$ cat src/rtl/axis_fifo_uart_pkg.sv
// ---------------------------------------------------------------------------
// axis_fifo_uart_pkg
// Shared constants for the UART <-> AXI-Lite byte path:
//   AXI_DATA_WIDTH_UART : width of the UART byte stream (tdata)
//   FIFO_DEPTH_UART     : default depth of the UART stream FIFO
//   FIFO_AFULL_UART     : default almost-full threshold of that FIFO
// Also holds the per-cycle FIFO operation encoding used by the pointer logic.
// ---------------------------------------------------------------------------
package axis_fifo_uart_pkg;

  localparam int AXI_DATA_WIDTH_UART = 8;
  localparam int FIFO_DEPTH_UART     = 16;
  localparam int FIFO_AFULL_UART     = 14;

  // Bit 1 = read handshake, bit 0 = write handshake.
  typedef enum logic [1:0] {
    OP_IDLE = 2'b00,
    OP_WR   = 2'b01,
    OP_RD   = 2'b10,
    OP_BOTH = 2'b11
  } fifo_op_e;

endpackage : axis_fifo_uart_pkg

$ cat src/rtl/axis_fifo_uart_if.sv
// ---------------------------------------------------------------------------
// axis_fifo_uart_if
// AXI-Stream byte channel between the UART and the AXI-Lite command logic.
//   tdata  : payload, DATA_WIDTH bits
//   tvalid : source has data
//   tready : sink accepts data
// Modports:
//   master : drives tdata/tvalid, samples tready
//   slave  : samples tdata/tvalid, drives tready
// ---------------------------------------------------------------------------
interface axis_fifo_uart_if #(
  parameter int DATA_WIDTH = axis_fifo_uart_pkg::AXI_DATA_WIDTH_UART
);

  logic [DATA_WIDTH-1:0] tdata;
  logic                  tvalid;
  logic                  tready;

  modport master (output tdata, output tvalid, input tready);
  modport slave  (input tdata, input tvalid, output tready);

endinterface : axis_fifo_uart_if

$ cat src/rtl/axis_fifo_uart_ram.sv
// ---------------------------------------------------------------------------
// sdp_ram_uart
// Simple dual-port storage for the UART stream FIFO: one registered write
// port and one asynchronous read port.
//   clk     : write clock
//   we_i    : write enable
//   waddr_i : write address
//   wdata_i : write data
//   raddr_i : read address
//   rdata_o : read data, combinationally mem[raddr_i]
// ---------------------------------------------------------------------------
module sdp_ram_uart #(
  parameter int  DATA_WIDTH = axis_fifo_uart_pkg::AXI_DATA_WIDTH_UART,
  parameter int  DEPTH      = axis_fifo_uart_pkg::FIFO_DEPTH_UART,
  localparam int ADDR_WIDTH = $clog2(DEPTH)
) (
  input  logic                  clk,
  input  logic                  we_i,
  input  logic [ADDR_WIDTH-1:0] waddr_i,
  input  logic [DATA_WIDTH-1:0] wdata_i,
  input  logic [ADDR_WIDTH-1:0] raddr_i,
  output logic [DATA_WIDTH-1:0] rdata_o
);

  logic [DATA_WIDTH-1:0] mem_q [DEPTH];

  // NOTE: the array has no reset on purpose; a reset on every entry would
  // prevent mapping onto RAM cells, and the FIFO never reads a slot that has
  // not been written since the pointers were last cleared.
  always_ff @(posedge clk) begin
    if (we_i) begin
      mem_q[waddr_i] <= wdata_i;
    end
  end

  assign rdata_o = mem_q[raddr_i];

endmodule : sdp_ram_uart

$ cat src/rtl/axis_fifo_uart.sv
// ---------------------------------------------------------------------------
// axis_fifo_uart
// First-word-fall-through AXI-Stream FIFO that absorbs UART byte bursts while
// the AXI-Lite side is busy. Adds occupancy, almost-full and a synchronous
// flush on top of the plain stream interface.
//   aclk        : clock
//   aresetn     : asynchronous active-low reset
//   flush       : synchronous clear; wins over any same-cycle handshake
//   s_axis      : write side (slave modport: tdata/tvalid in, tready out)
//   m_axis      : read side (master modport: tdata/tvalid out, tready in)
//   count       : occupancy, 0..DEPTH
//   almost_full : count >= AFULL_THRESH
//   empty       : count == 0
//   full        : count == DEPTH
// All status outputs, including both tready/tvalid, decode from the
// registered count only, so no input-to-output combinational path exists.
// DEPTH must be a power of two >= 2 so the pointers wrap by overflow.
// ---------------------------------------------------------------------------
module axis_fifo_uart
  import axis_fifo_uart_pkg::*;
#(
  parameter int  DATA_WIDTH   = AXI_DATA_WIDTH_UART,
  parameter int  DEPTH        = FIFO_DEPTH_UART,
  parameter int  AFULL_THRESH = DEPTH - 2,
  localparam int CNT_WIDTH    = $clog2(DEPTH + 1)
) (
  input  logic                 aclk,
  input  logic                 aresetn,
  input  logic                 flush,
  axis_fifo_uart_if.slave      s_axis,
  axis_fifo_uart_if.master     m_axis,
  output logic [CNT_WIDTH-1:0] count,
  output logic                 almost_full,
  output logic                 empty,
  output logic                 full
);

  localparam int PTR_WIDTH = $clog2(DEPTH);

  logic [PTR_WIDTH-1:0]  wr_ptr_q, wr_ptr_d;
  logic [PTR_WIDTH-1:0]  rd_ptr_q, rd_ptr_d;
  logic [CNT_WIDTH-1:0]  count_q,  count_d;
  logic                  wr_en;
  logic                  rd_en;
  logic [DATA_WIDTH-1:0] rd_data;
  fifo_op_e              op;

  // Status decode from the registered count.
  assign full        = (count_q == CNT_WIDTH'(DEPTH));
  assign empty       = (count_q == '0);
  assign almost_full = (count_q >= CNT_WIDTH'(AFULL_THRESH));
  assign count       = count_q;

  assign s_axis.tready = ~full;
  assign m_axis.tvalid = ~empty;
  assign m_axis.tdata  = rd_data;

  assign wr_en = s_axis.tvalid & ~full;
  assign rd_en = m_axis.tready & ~empty;
  assign op    = fifo_op_e'({rd_en, wr_en});

  // NOTE: every _d signal takes its hold value before any branch so that no
  // path through this block leaves it unassigned, which would infer a latch.
  always_comb begin
    wr_ptr_d = wr_ptr_q;
    rd_ptr_d = rd_ptr_q;
    count_d  = count_q;
    if (flush) begin
      wr_ptr_d = '0;
      rd_ptr_d = '0;
      count_d  = '0;
    end else begin
      case (op)
        OP_WR: begin
          wr_ptr_d = wr_ptr_q + PTR_WIDTH'(1);
          count_d  = count_q + CNT_WIDTH'(1);
        end
        OP_RD: begin
          rd_ptr_d = rd_ptr_q + PTR_WIDTH'(1);
          count_d  = count_q - CNT_WIDTH'(1);
        end
        OP_BOTH: begin
          wr_ptr_d = wr_ptr_q + PTR_WIDTH'(1);
          rd_ptr_d = rd_ptr_q + PTR_WIDTH'(1);
        end
        default: ;
      endcase
    end
  end

  // NOTE: state registers use non-blocking assignments so every register
  // samples the pre-edge values, independent of statement order.
  always_ff @(posedge aclk or negedge aresetn) begin
    if (!aresetn) begin
      wr_ptr_q <= '0;
      rd_ptr_q <= '0;
      count_q  <= '0;
    end else begin
      wr_ptr_q <= wr_ptr_d;
      rd_ptr_q <= rd_ptr_d;
      count_q  <= count_d;
    end
  end

  // A flushed write is dropped at the RAM too; the slot stays unused anyway.
  sdp_ram_uart #(
    .DATA_WIDTH (DATA_WIDTH),
    .DEPTH      (DEPTH)
  ) u_ram (
    .clk     (aclk),
    .we_i    (wr_en & ~flush),
    .waddr_i (wr_ptr_q),
    .wdata_i (s_axis.tdata),
    .raddr_i (rd_ptr_q),
    .rdata_o (rd_data)
  );

endmodule : axis_fifo_uart

$ cat src/flat_wrapper.sv
// flat-port wrapper written by rule: the top's interface ports become plain ports
module axis_fifo_uart_flat import axis_fifo_uart_pkg::*;
#(
  parameter int  DATA_WIDTH   = AXI_DATA_WIDTH_UART,
  parameter int  DEPTH        = FIFO_DEPTH_UART,
  parameter int  AFULL_THRESH = DEPTH - 2,
  localparam int CNT_WIDTH    = $clog2(DEPTH + 1)
)
  (aclk, aresetn, flush, count, almost_full, empty, full, s_axis_tdata, s_axis_tvalid, s_axis_tready, m_axis_tdata, m_axis_tvalid, m_axis_tready);
  axis_fifo_uart_if #(.DATA_WIDTH(DATA_WIDTH)) s_axis_i ();
  axis_fifo_uart_if #(.DATA_WIDTH(DATA_WIDTH)) m_axis_i ();
  input  logic aclk;
  input  logic aresetn;
  input  logic flush;
  output logic [CNT_WIDTH-1:0] count;
  output logic almost_full;
  output logic empty;
  output logic full;
  input wire logic [$bits(s_axis_i.tdata)-1:0] s_axis_tdata;
  input wire logic [$bits(s_axis_i.tvalid)-1:0] s_axis_tvalid;
  output wire logic [$bits(s_axis_i.tready)-1:0] s_axis_tready;
  output wire logic [$bits(m_axis_i.tdata)-1:0] m_axis_tdata;
  output wire logic [$bits(m_axis_i.tvalid)-1:0] m_axis_tvalid;
  input wire logic [$bits(m_axis_i.tready)-1:0] m_axis_tready;
  assign s_axis_i.tdata = s_axis_tdata;
  assign s_axis_i.tvalid = s_axis_tvalid;
  assign s_axis_tready = s_axis_i.tready;
  assign m_axis_tdata = m_axis_i.tdata;
  assign m_axis_tvalid = m_axis_i.tvalid;
  assign m_axis_i.tready = m_axis_tready;
  axis_fifo_uart #(.DATA_WIDTH(DATA_WIDTH), .DEPTH(DEPTH), .AFULL_THRESH(AFULL_THRESH)) u_core (.aclk(aclk), .aresetn(aresetn), .flush(flush), .s_axis(s_axis_i), .m_axis(m_axis_i), .count(count), .almost_full(almost_full), .empty(empty), .full(full));
endmodule
$ cat config.mk
export PLATFORM = sky130hd
export DESIGN_NAME = axis_fifo_uart_flat
export DESIGN_NICKNAME = d
export VERILOG_FILES = /design/src/rtl/axis_fifo_uart_pkg.sv /design/src/rtl/axis_fifo_uart_if.sv /design/src/rtl/axis_fifo_uart_ram.sv /design/src/rtl/axis_fifo_uart.sv /design/src/flat_wrapper.sv
export SDC_FILE = /design/constraint.sdc
export NUM_CORES = 1
export LEC_CHECK = 0
export CAP_MARGIN = 20
export CORE_ASPECT_RATIO = 1.1
export CORE_MARGIN = 8
export CORE_UTILIZATION = 26
export DETAILED_ROUTE_END_ITERATION = 10
export SETUP_SLACK_MARGIN = 0.5
export SYNTH_ARGS = -nofsm -noshare
export SYNTH_HDL_FRONTEND = slang
export SYNTH_SLANG_ARGS = --single-unit
$ cat constraint.sdc
create_clock -name aclk -period 3.4 [get_ports aclk]
set_input_delay 0.34 -clock aclk [delete_from_list [all_inputs] [get_ports aclk]]
set_output_delay 0.34 -clock aclk [all_outputs]
set_load 0.05 [all_outputs]
Word level (Yosys, flattened, before mapping) --
Memory sizes are Yosys's and may differ from the RTL's. Cells that the tools add are included.
Operators by class: eq/ne operators 4, multipliers 0, shift operators 0, magnitude comparators 1, add/subtract/negate cells 4, bitwise gates (word level) 6, reduce and logical (&&, ||, !) cells 6, multiplexer cells 8, divide/modulo/power cells 0
Operators with widths (number):
- 4-bit 2-to-1 mux | 4
- 5-bit one-hot mux with 2 select lines | 1
- 4-bit by 1-bit adder with 4-bit output (second input constant) | 2
- 5-bit by 1-bit adder with 5-bit output (second input constant) | 1
- 5-bit == test (second input constant) | 1
- 5-bit by 4-bit >= comparator with 1-bit output (second input constant) | 1
- 5-bit zero test | 1
- 5-bit 2-to-1 mux | 1
- 5-bit by 1-bit subtractor with 5-bit output (second input constant) | 1
- 2-bit == test (second input constant) | 2
- 2-bit nonzero test | 2
- 2-bit OR reduction | 2
- 1-bit AND | 3
- 1-bit inverter | 3
- 3-bit nonzero test | 1
- 2-bit by 1-bit == test with 1-bit output (second input constant) | 1
- 1-bit 2-to-1 mux | 2
Storage, ports and cells: bits in latches 0, memories kept 1, output and inout bits 18, bits of input ports 13, memory bits (writable) 128, register bits after elaboration 13, ROM bits 0, word-level logic and storage cells 33
Memories:
- u_core.u_ram.mem_q | words 16, bits a word 8, read ports 1, clocked after memory_dff 0, write ports 1, RTL line axis_fifo_uart_ram.sv:25 | logic [DATA_WIDTH-1:0] mem_q [DEPTH];

Longest topological paths before layout --
Gate-level depths: netlist of run 1.
depth after elaboration 7, mapped depth 10, gate-level depth less buffers 10

By module --
Synthesis of run 1 repeated with hierarchy kept, for this count alone.
Unflattened totals: cells, all modules 307, area, all modules 5821.8 um^2
By module, submodules not included:
- sdp_ram_uart | seq. area each 3843.7 um^2, cells each 221, area an instance 4987.3 um^2, instances 1
- axis_fifo_uart | seq. area each 325.3 um^2, cells each 86, area an instance 834.6 um^2, instances 1

Worst setup path after synthesis of run 1 --
OpenSTA, ideal clock, no wires.
path type register -> register, from register u_core.count_q[1], in the netlist u_core.count[1], to register u_core.count_q[4], in the netlist u_core.count[4], path buffers 0, data arrival time 2681 ps, cell stages (with the launch flop) 11, period minus slack after synthesis 2759 ps, path slack 641 ps, required time 3322 ps, library setup time 78 ps, cells stage by stage dfrtp_1 > or4_4 > o21a_4 > nand2_1 > inv_1 > ha_1 > nand2b_1 > a21oi_1 > or3_1 > a21o_1 > a21oi_1
Between the ends: cells in the longest elaborated chain, start to end 6, elaborated cells between the ends (all ways) 13, those cells by class 2 x add/sub; 3 x eq/ne; 2 x mux; 4 x bitwise; 2 x reduce/logical
RTL lines:
- start, declared | RTL line axis_fifo_uart.sv:42 | logic [CNT_WIDTH-1:0] count_q, count_d;
- start signal, assigned | RTL line axis_fifo_uart.sv:101 | count_q <= count_d;
- 5-bit == test / 5-bit zero test (equally long branches) | RTL line axis_fifo_uart.sv:49, axis_fifo_uart.sv:50
- 1-bit inverter, on equally long branches | RTL line axis_fifo_uart.sv:58, axis_fifo_uart.sv:59
- 1-bit AND, on equally long branches | RTL line axis_fifo_uart.sv:58, axis_fifo_uart.sv:59
- 2-bit == test / 2-bit by 1-bit == test with 1-bit output (equally long branches) | RTL line axis_fifo_uart.sv:73 | case (op)
- 5-bit one-hot mux with 2 select lines | RTL line axis_fifo_uart.sv:73
- 5-bit 2-to-1 mux | RTL line axis_fifo_uart.sv:68 | if (flush) begin
Several ways; a longest one is shown, not always the timed one. A chain may end at the register's enable or synchronous reset.

Worst setup path in the final report of run 1 --
from register u_core.rd_ptr_q[0], to output port m_axis_tdata[7]
Between the ends: cells in the longest elaborated chain, start to end 1
RTL lines:
- start, declared | RTL line axis_fifo_uart.sv:41 | logic [PTR_WIDTH-1:0] rd_ptr_q, rd_ptr_d;
- start signal, assigned | RTL line axis_fifo_uart.sv:100 | rd_ptr_q <= rd_ptr_d;
- memory read 16 x 8 bit
- end, declared | RTL line flat_wrapper.sv:22 | output wire logic [$bits(m_axis_i.tdata)-1:0] m_axis_tdata;
Every way passes these cells.

==> metrics.yaml, run 1 <==
critical_path:
  crit_type: "reg2out"
  worstSetupEndpointType: "output pin"
  critPathLaunchType: "register"
  cp.required_ns: 3.06
  critPathMaxStageDelay_ns: 0.54
  crit_top_cell: "mux4_2"
  slowest_stage: "mux4_2"
  path_cells: "buf_12 > mux4_2 > mux4_2 > dlygate4sd2_1"
  critPathMaxFanout: 20
  crit_arrival_ns: 2.48
place:
  place_area_um2: 6490
  gp_congestion: 0.709
  dp_cells: 614
  hpwlAfterDp_um: 7520
  io_buffers: 30
  dp_slack_ns: 0.625
outcome:
  status: "finished, final reports clean"
global_routing:
  antenna_found_initial: 0
  first_global_vias: 3110
  grt_overflow: 0
  grt_max_degree: 36
  grt_usage_pct: 9.30
  grt_pass1_wl_um: 18200
pwr:
  p_seq_share_pct: 37.1
  powerDensity_nw_per_um2: 764
  sw_frac_of_total_pct: 30.3
  power.switching_uw: 1640
  clockPowerShare_pct: 34.0
  p_leak_uw: 0.00229
  ir_drop_mv: 0.268
  p_int_uw: 3780
  power_frac_comb_pct: 28.9
  p_total_uw: 5420
synthesis:
  synth_nets: 316
  yosysUniqueCellTypes: 31
  avgSynthCellArea_um2: 19.7
  synth-seq-cells: 141
  yosys_warnings: 0
  synth.area.top_cells: "edfxtp_1 66%, mux4_2 16%, dfrtp_1 5.6%"
  seq_area_frac_synth_pct: 71.9
  synth_area_um2: 5790
  synth_top_cell_area_share_pct: 66.3
  syn_inst: 294
  yosys.area.top_type: "edfxtp_1"
floorplan:
  chipWidth_um: 158
  core-area_um2: 22000
  die_h_um: 173
  start_util_pct: 26.4
  placementRows: 57
  pin_count: 31
  dieArea_um2: 27300
sta:
  period_share_pct: 82.9
  fmax_ghz: 0.355
  period_needed_ns: 2.82
  worst_slew_pin_slew_ns: 0.648
  rsz0062_at_grt: "no"
  hold_viol: 0
  slew_viol_final: 0
  setup_viol: 0
  tns_ns: 0
  finalWorstSetupSlack_ns: 0.583
  max_slew_margin_pct: 56.8
  skew_ns: 0.00689
drt:
  wire_per_inst_um: 18.5
  via_count: 2781
  finalWirelength_um: 11900
  postRouteAntennaNets: 0
  dr.pass1.iters: 4
  vias_per_cell: 4.32
  drc: 0
  drtIter0Drc: 174
final_layout:
  nets: 360
  layoutNonFillerInstCount: 644
  n_antenna_cell: 0
  syn_to_final_growth_pct: 22.5
  fillers: 2170
  drive_gt1_share_pct: 26.4
  stdcell_area_um2: 7100
clock_tree:
  cts_buffer_depth: 2
  cts.sinks: 141
  cts_made_buffers: 17
  cts_tree: "done"
  postCtsHoldBufs: 0
  clk_pin_slew_worst_paths_ns: 0.06
  h-tree-depth: 4
  cts-root-buf: "clkbuf_16"
  clk_latency_ns: 0.41
job:
  cap_violations: 0
min_path:
  hp-class: "in2async"
[placed cells by master (no fill, tap or decap), drive strengths merged, types with 3 or more instances in the layout]
cell type        n
edfxtp         128
mux4            40
clkdlybuf4s50   22
clkbuf          17
nor2            16
dfrtp           13
buf             13
and2            12
nand2           10
inv             10
ha               8
xnor2            5
dlygate4sd2      5
a21oi            5
clkinv           5
nor3             4
xor2             4
mux2i            4
nand2b           3
bufinv           3
nor4             3
[cell families after synthesis]
family / after synthesis / share of synthesized area [%]
DFF: 141 / 71.9
and+or+nand+nor: 56 / 4.88
muxes: 44 / 16.2
buffers and inverters: 22 / 1.53
xor gates and xnor gates: 9 / 1.36
adders and majority gates: 9 / 2.07
AOI/OAI and AO/OA: 13 / 1.97
[sequential cells by signal, summed over array words and instances (netlist names)]
signal	count
u_core.u_ram.mem_q	128
u_core.count	5
u_core.rd_ptr_q	4
u_core.wr_ptr_q	4
[through the flow]
step / hold WS [ns] / utilization (%)
CTS: 0.324 / 32.3
global route: 0.359 / 32.3
finish: 0.311 / 32.3
floorplan: 0.0444 / -
global placement: 0.611 / 29.5
detailed placement: 0.623 / 29.5
[synth_stat cells]
library cell,number
and2_1,12
fa_1,1
mux4_2,40
nand3_1,2
a32oi_1,1
edfxtp_1,128
a31o_2,1
xor2_1,4
nand4_1,2
or4_4,1
or2_1,1
o21a_4,1
a21o_1,2
or3_1,1
nor2_1,16
buf_2,5
nor4_1,3
a21boi_1,1
nand2_1,10
nor2b_1,1
nand2b_1,3
clkbuf_1,10
mux2i_1,4
nor3_1,4
inv_1,7
ha_1,8
a21oi_1,5
o221ai_4,1
xnor2_1,5
dfrtp_1,13
a21boi_0,1
[area by class of cell]
| type | instances | area, µm² | area share (%) |
|---|---|---|---|
| inverters | 7 | 26.3 | 0.370 |
| flip-flops and latches | 141 | 4170 | 58.7 |
| multi-input cells | 131 | 1560 | 22.0 |
| clock inverters | 13 | 168 | 2.36 |
| repair buffers | 40 | 378 | 5.32 |
| well taps | 295 | 369 | 5.20 |
| clock buffers | 17 | 425 | 5.99 |
[worst max-delay path: cells and delay by family (launching register included)]
family / cells / cell delay (ns)
buffers and inverters: 2 / 0.65
flip-flops: 1 / 0.38
multiplexers: 2 / 1.02
[per-layer routing]
layer | up-vias | global-route usage, % | wire [µm]
met4 | 0 | 5.07 | 330
li1 | 1263 | - | -
met3 | 19 | 2.82 | 553
met1 | 1436 | 9.34 | 4260
met2 | 63 | 16.7 | 6740
met5 | - | 0 | 0
[power by group through the flow]
| stage | logic, µW | clock network, µW | registers, µW |
|---|---|---|---|
| floorplan | 1080 | 0 | 2100 |
| global placement | 1560 | 0 | 2040 |
| detailed placement | 1580 | 0 | 2050 |
| CTS | 1570 | 1870 | 2010 |
| global route | 1680 | 1940 | 2020 |
| finish | 1570 | 1840 | 2010 |
[what timing repair did]
action                                  in CTS  in global routing
buffers inserted                             0                  0
resized for setup                            7                  3
endpoints found under the setup margin       6                  1
[final timing paths]
kind                       slack (ns)                              to                           start  cells past startpoint
min in group aclk                0.64     u_core.count[1]$_DFFE_PN0P_     u_core.count[1]$_DFFE_PN0P_                      2
setup / recovery                 0.58                 m_axis_tdata[7]  u_core.rd_ptr_q[0]$_DFFE_PN0P_                      4
hold reg to reg                  0.64     u_core.count[1]$_DFFE_PN0P_     u_core.count[1]$_DFFE_PN0P_                      2
hold / removal                   0.31  u_core.wr_ptr_q[0]$_DFFE_PN0P_                         aresetn                      1
setup reg to reg                 0.68     u_core.count[4]$_DFFE_PN0P_     u_core.count[1]$_DFFE_PN0P_                     10
max in group asynchronous        2.66  u_core.rd_ptr_q[0]$_DFFE_PN0P_                         aresetn                      1
(Power assumes the default switching activity.)
==> run 2: changes to the inputs <==
==> constraint.sdc (replaced) <==
create_clock -name aclk -period 2.31 [get_ports aclk]
set_input_delay 0.231 -clock aclk [delete_from_list [all_inputs] [get_ports aclk]]
set_output_delay 0.231 -clock aclk [all_outputs]
set_load 0.05 [all_outputs]
==> run 2 against run 1 <==
The flow now finishes with violations (negative setup slack); total power up 73%; worst hold slack worse by 0.099 ns; sequential power up 47%; utilization up 5.0 points; die area unchanged; final area up 15%; wire length up 10%; global-route usage up 0.52 points; cell count up 8.7%; setup slack worse by 0.80 ns; register-to-register slack worse by 0.77 ns; critical path depth up 1; largest cell class unchanged; highest routed layer unchanged.
==> metrics.yaml, run 2 (synthesis gave the netlist of run 1 again) <==
outcome:
  status: "finished, violations left"
  failed_checks: "negative setup slack"
final_layout:
  largest_reg_flops: 128
  seq_area_um2: 4180
  multi_input_area_um2: 1860
  nets: 415
  syn_to_final_growth_pct: 41.3
  drive_gt1_share_pct: 50.4
  final_common_cell: "edfxtp_1"
  n_antenna_cell: 0
  fillers: 2023
  top_register: "u_core.u_ram.mem_q"
  layoutNonFillerInstCount: 700
  post-route-util_pct: 37.3
  most-common-layout-cells: "128 x edfxtp_1, 50 x buf_6, 40 x mux4_2"
drt:
  via_count: 3074
  postRouteAntennaNets: 0
  drc: 0
  vias_per_cell: 4.39
  wire_per_inst_um: 18.7
  drtIter0Drc: 138
  dr.pass1.iters: 4
  finalWirelength_um: 13100
sta:
  finalWorstSetupSlack_ns: -0.216
  period_needed_ns: 2.53
  slew_viol_final: 0
  skew_ns: 0.0117
  setup_viol: 10
  worst_slew_pin_slew_ns: 0.628
  rsz0062_at_grt: "yes"
  max_slew_margin_pct: 58.2
  hold_viol: 0
  period_share_pct: 109
  fmax_ghz: 0.396
critical_path:
  crit_top_cell: "mux4_2"
  r2r_setup_slack_ns: -0.09
  crit_type: "reg2out"
  slowest_stage: "mux4_2"
  critPathLaunchType: "register"
  r2r_cells: 10
  path_cells: "buf_12 > buf_16 > mux4_2 > mux4_2 > buf_6"
  cp.required_ns: 2.08
  r2r_end: "u_core.count[4]$_DFFE_PN0P_"
  crit_arrival_ns: 2.29
  timing.rr.start: "u_core.count[3]$_DFFE_PN0P_"
  critPathMaxFanout: 6
  critPathMaxStageDelay_ns: 0.51
  worstSetupEndpointType: "output pin"
global_routing:
  grt_usage_pct: 9.82
  grt_pass1_wl_um: 19900
  grt_overflow: 0
  grt_max_degree: 36
  antenna_found_initial: 0
  first_global_vias: 3348
place:
  dp_cells: 653
  hpwlAfterDp_um: 8350
  gp_congestion: 0.746
  dp_slack_ns: -0.141
  io_buffers: 30
floorplan:
  dieArea_um2: 27300
  start_util_pct: 26.4
  die_h_um: 173
  core-area_um2: 22000
  chipWidth_um: 158
  placementRows: 57
  pin_count: 31
clock_tree:
  clk_latency_ns: 0.41
  cts-root-buf: "clkbuf_16"
  cts_buffer_depth: 2
  clk_pin_slew_worst_paths_ns: 0.06
  postCtsHoldBufs: 0
  cts_tree: "done"
  h-tree-depth: 4
  cts_made_buffers: 17
  cts.sinks: 141
pwr:
  ir_drop_mv: 0.497
  powerDensity_nw_per_um2: 1140
  p_leak_uw: 0.00278
min_path:
  hp-class: "in2async"
job:
  cap_violations: 0
==> run 2: per-layer routing <==
layer | GRT usage (%) | share of wire, %
met1 | 11.6 | 41
met2 | 17.0 | 54
met3 | 2.32 | 2.8
met4 | 3.62 | 1.8
met5 | 0 | 0
==> run 2: cell type report <==
cell class,count,share of cell area (%)
Multi-Input combinational cell,131,22.7
Tap cell,295,4.51
Inverter,7,0.443
Sequential cell,141,51.0
Timing Repair Buffer,95,13.4
Clock buffer,19,5.29
Clock inverter,12,2.67
==> run 2: stage by stage <==
| stage | setup TNS [ns] | hold slack [ns] | power [µW] | cell area [µm²] |
|---|---|---|---|---|
| after global placement | -0.0484 | 0.612 | 5710 | 6910 |
| after global routing | -2.45 | 0.252 | 9730 | 8190 |
| after CTS | -2.10 | 0.215 | 9240 | 7990 |
| final | -1.66 | 0.212 | 9370 | 8190 |
| after floorplan | -4.53 | -0.0646 | 4890 | 5910 |
| after detailed placement | -0.165 | 0.631 | 5760 | 6910 |
==> run 2: timing repair <==
| item | CTS | global route |
|---|---|---|
| setup endpoints to repair | 151 | 152 |
| resized for setup | 100 | 32 |
| pin swaps | 14 | 11 |
| cloned | 1 | 1 |
| buffers inserted | 10 | 4 |
==> run 2: how the worst max path moves through the flow <==
stage | startpoint | end | slack (ns) | cells past startpoint
3_5_place_dp | u_core.count[3]$_DFFE_PN0P_ | u_core.count[4]$_DFFE_PN0P_ | -0.14 | 9
2_1_floorplan | u_core.count[3]$_DFFE_PN0P_ | u_core.count[4]$_DFFE_PN0P_ | -0.22 | 10
3_3_place_gp | u_core.count[3]$_DFFE_PN0P_ | u_core.count[4]$_DFFE_PN0P_ | -0.05 | 9
5_1_grt | u_core.rd_ptr_q[0]$_DFFE_PN0P_ | m_axis_tdata[0] | -0.29 | 5
4_1_cts | u_core.rd_ptr_q[0]$_DFFE_PN0P_ | m_axis_tdata[7] | -0.26 | 5
6_report | u_core.rd_ptr_q[0]$_DFFE_PN0P_ | m_axis_tdata[7] | -0.22 | 5
==> run 2: critical path, delay by kind of cell (launching register included) <==
kind                   cells  cell delay, ns
multiplexers               2            1.00
flip-flops                 1            0.44
buffers and inverters      3            0.44
==> run 2: power by group <==
part / switching (µW) / total, µW / internal [µW]
combinational: 1700 / 3430 / 1730
sequential: 76.3 / 2950 / 2880
clock: 974 / 2990 / 2010
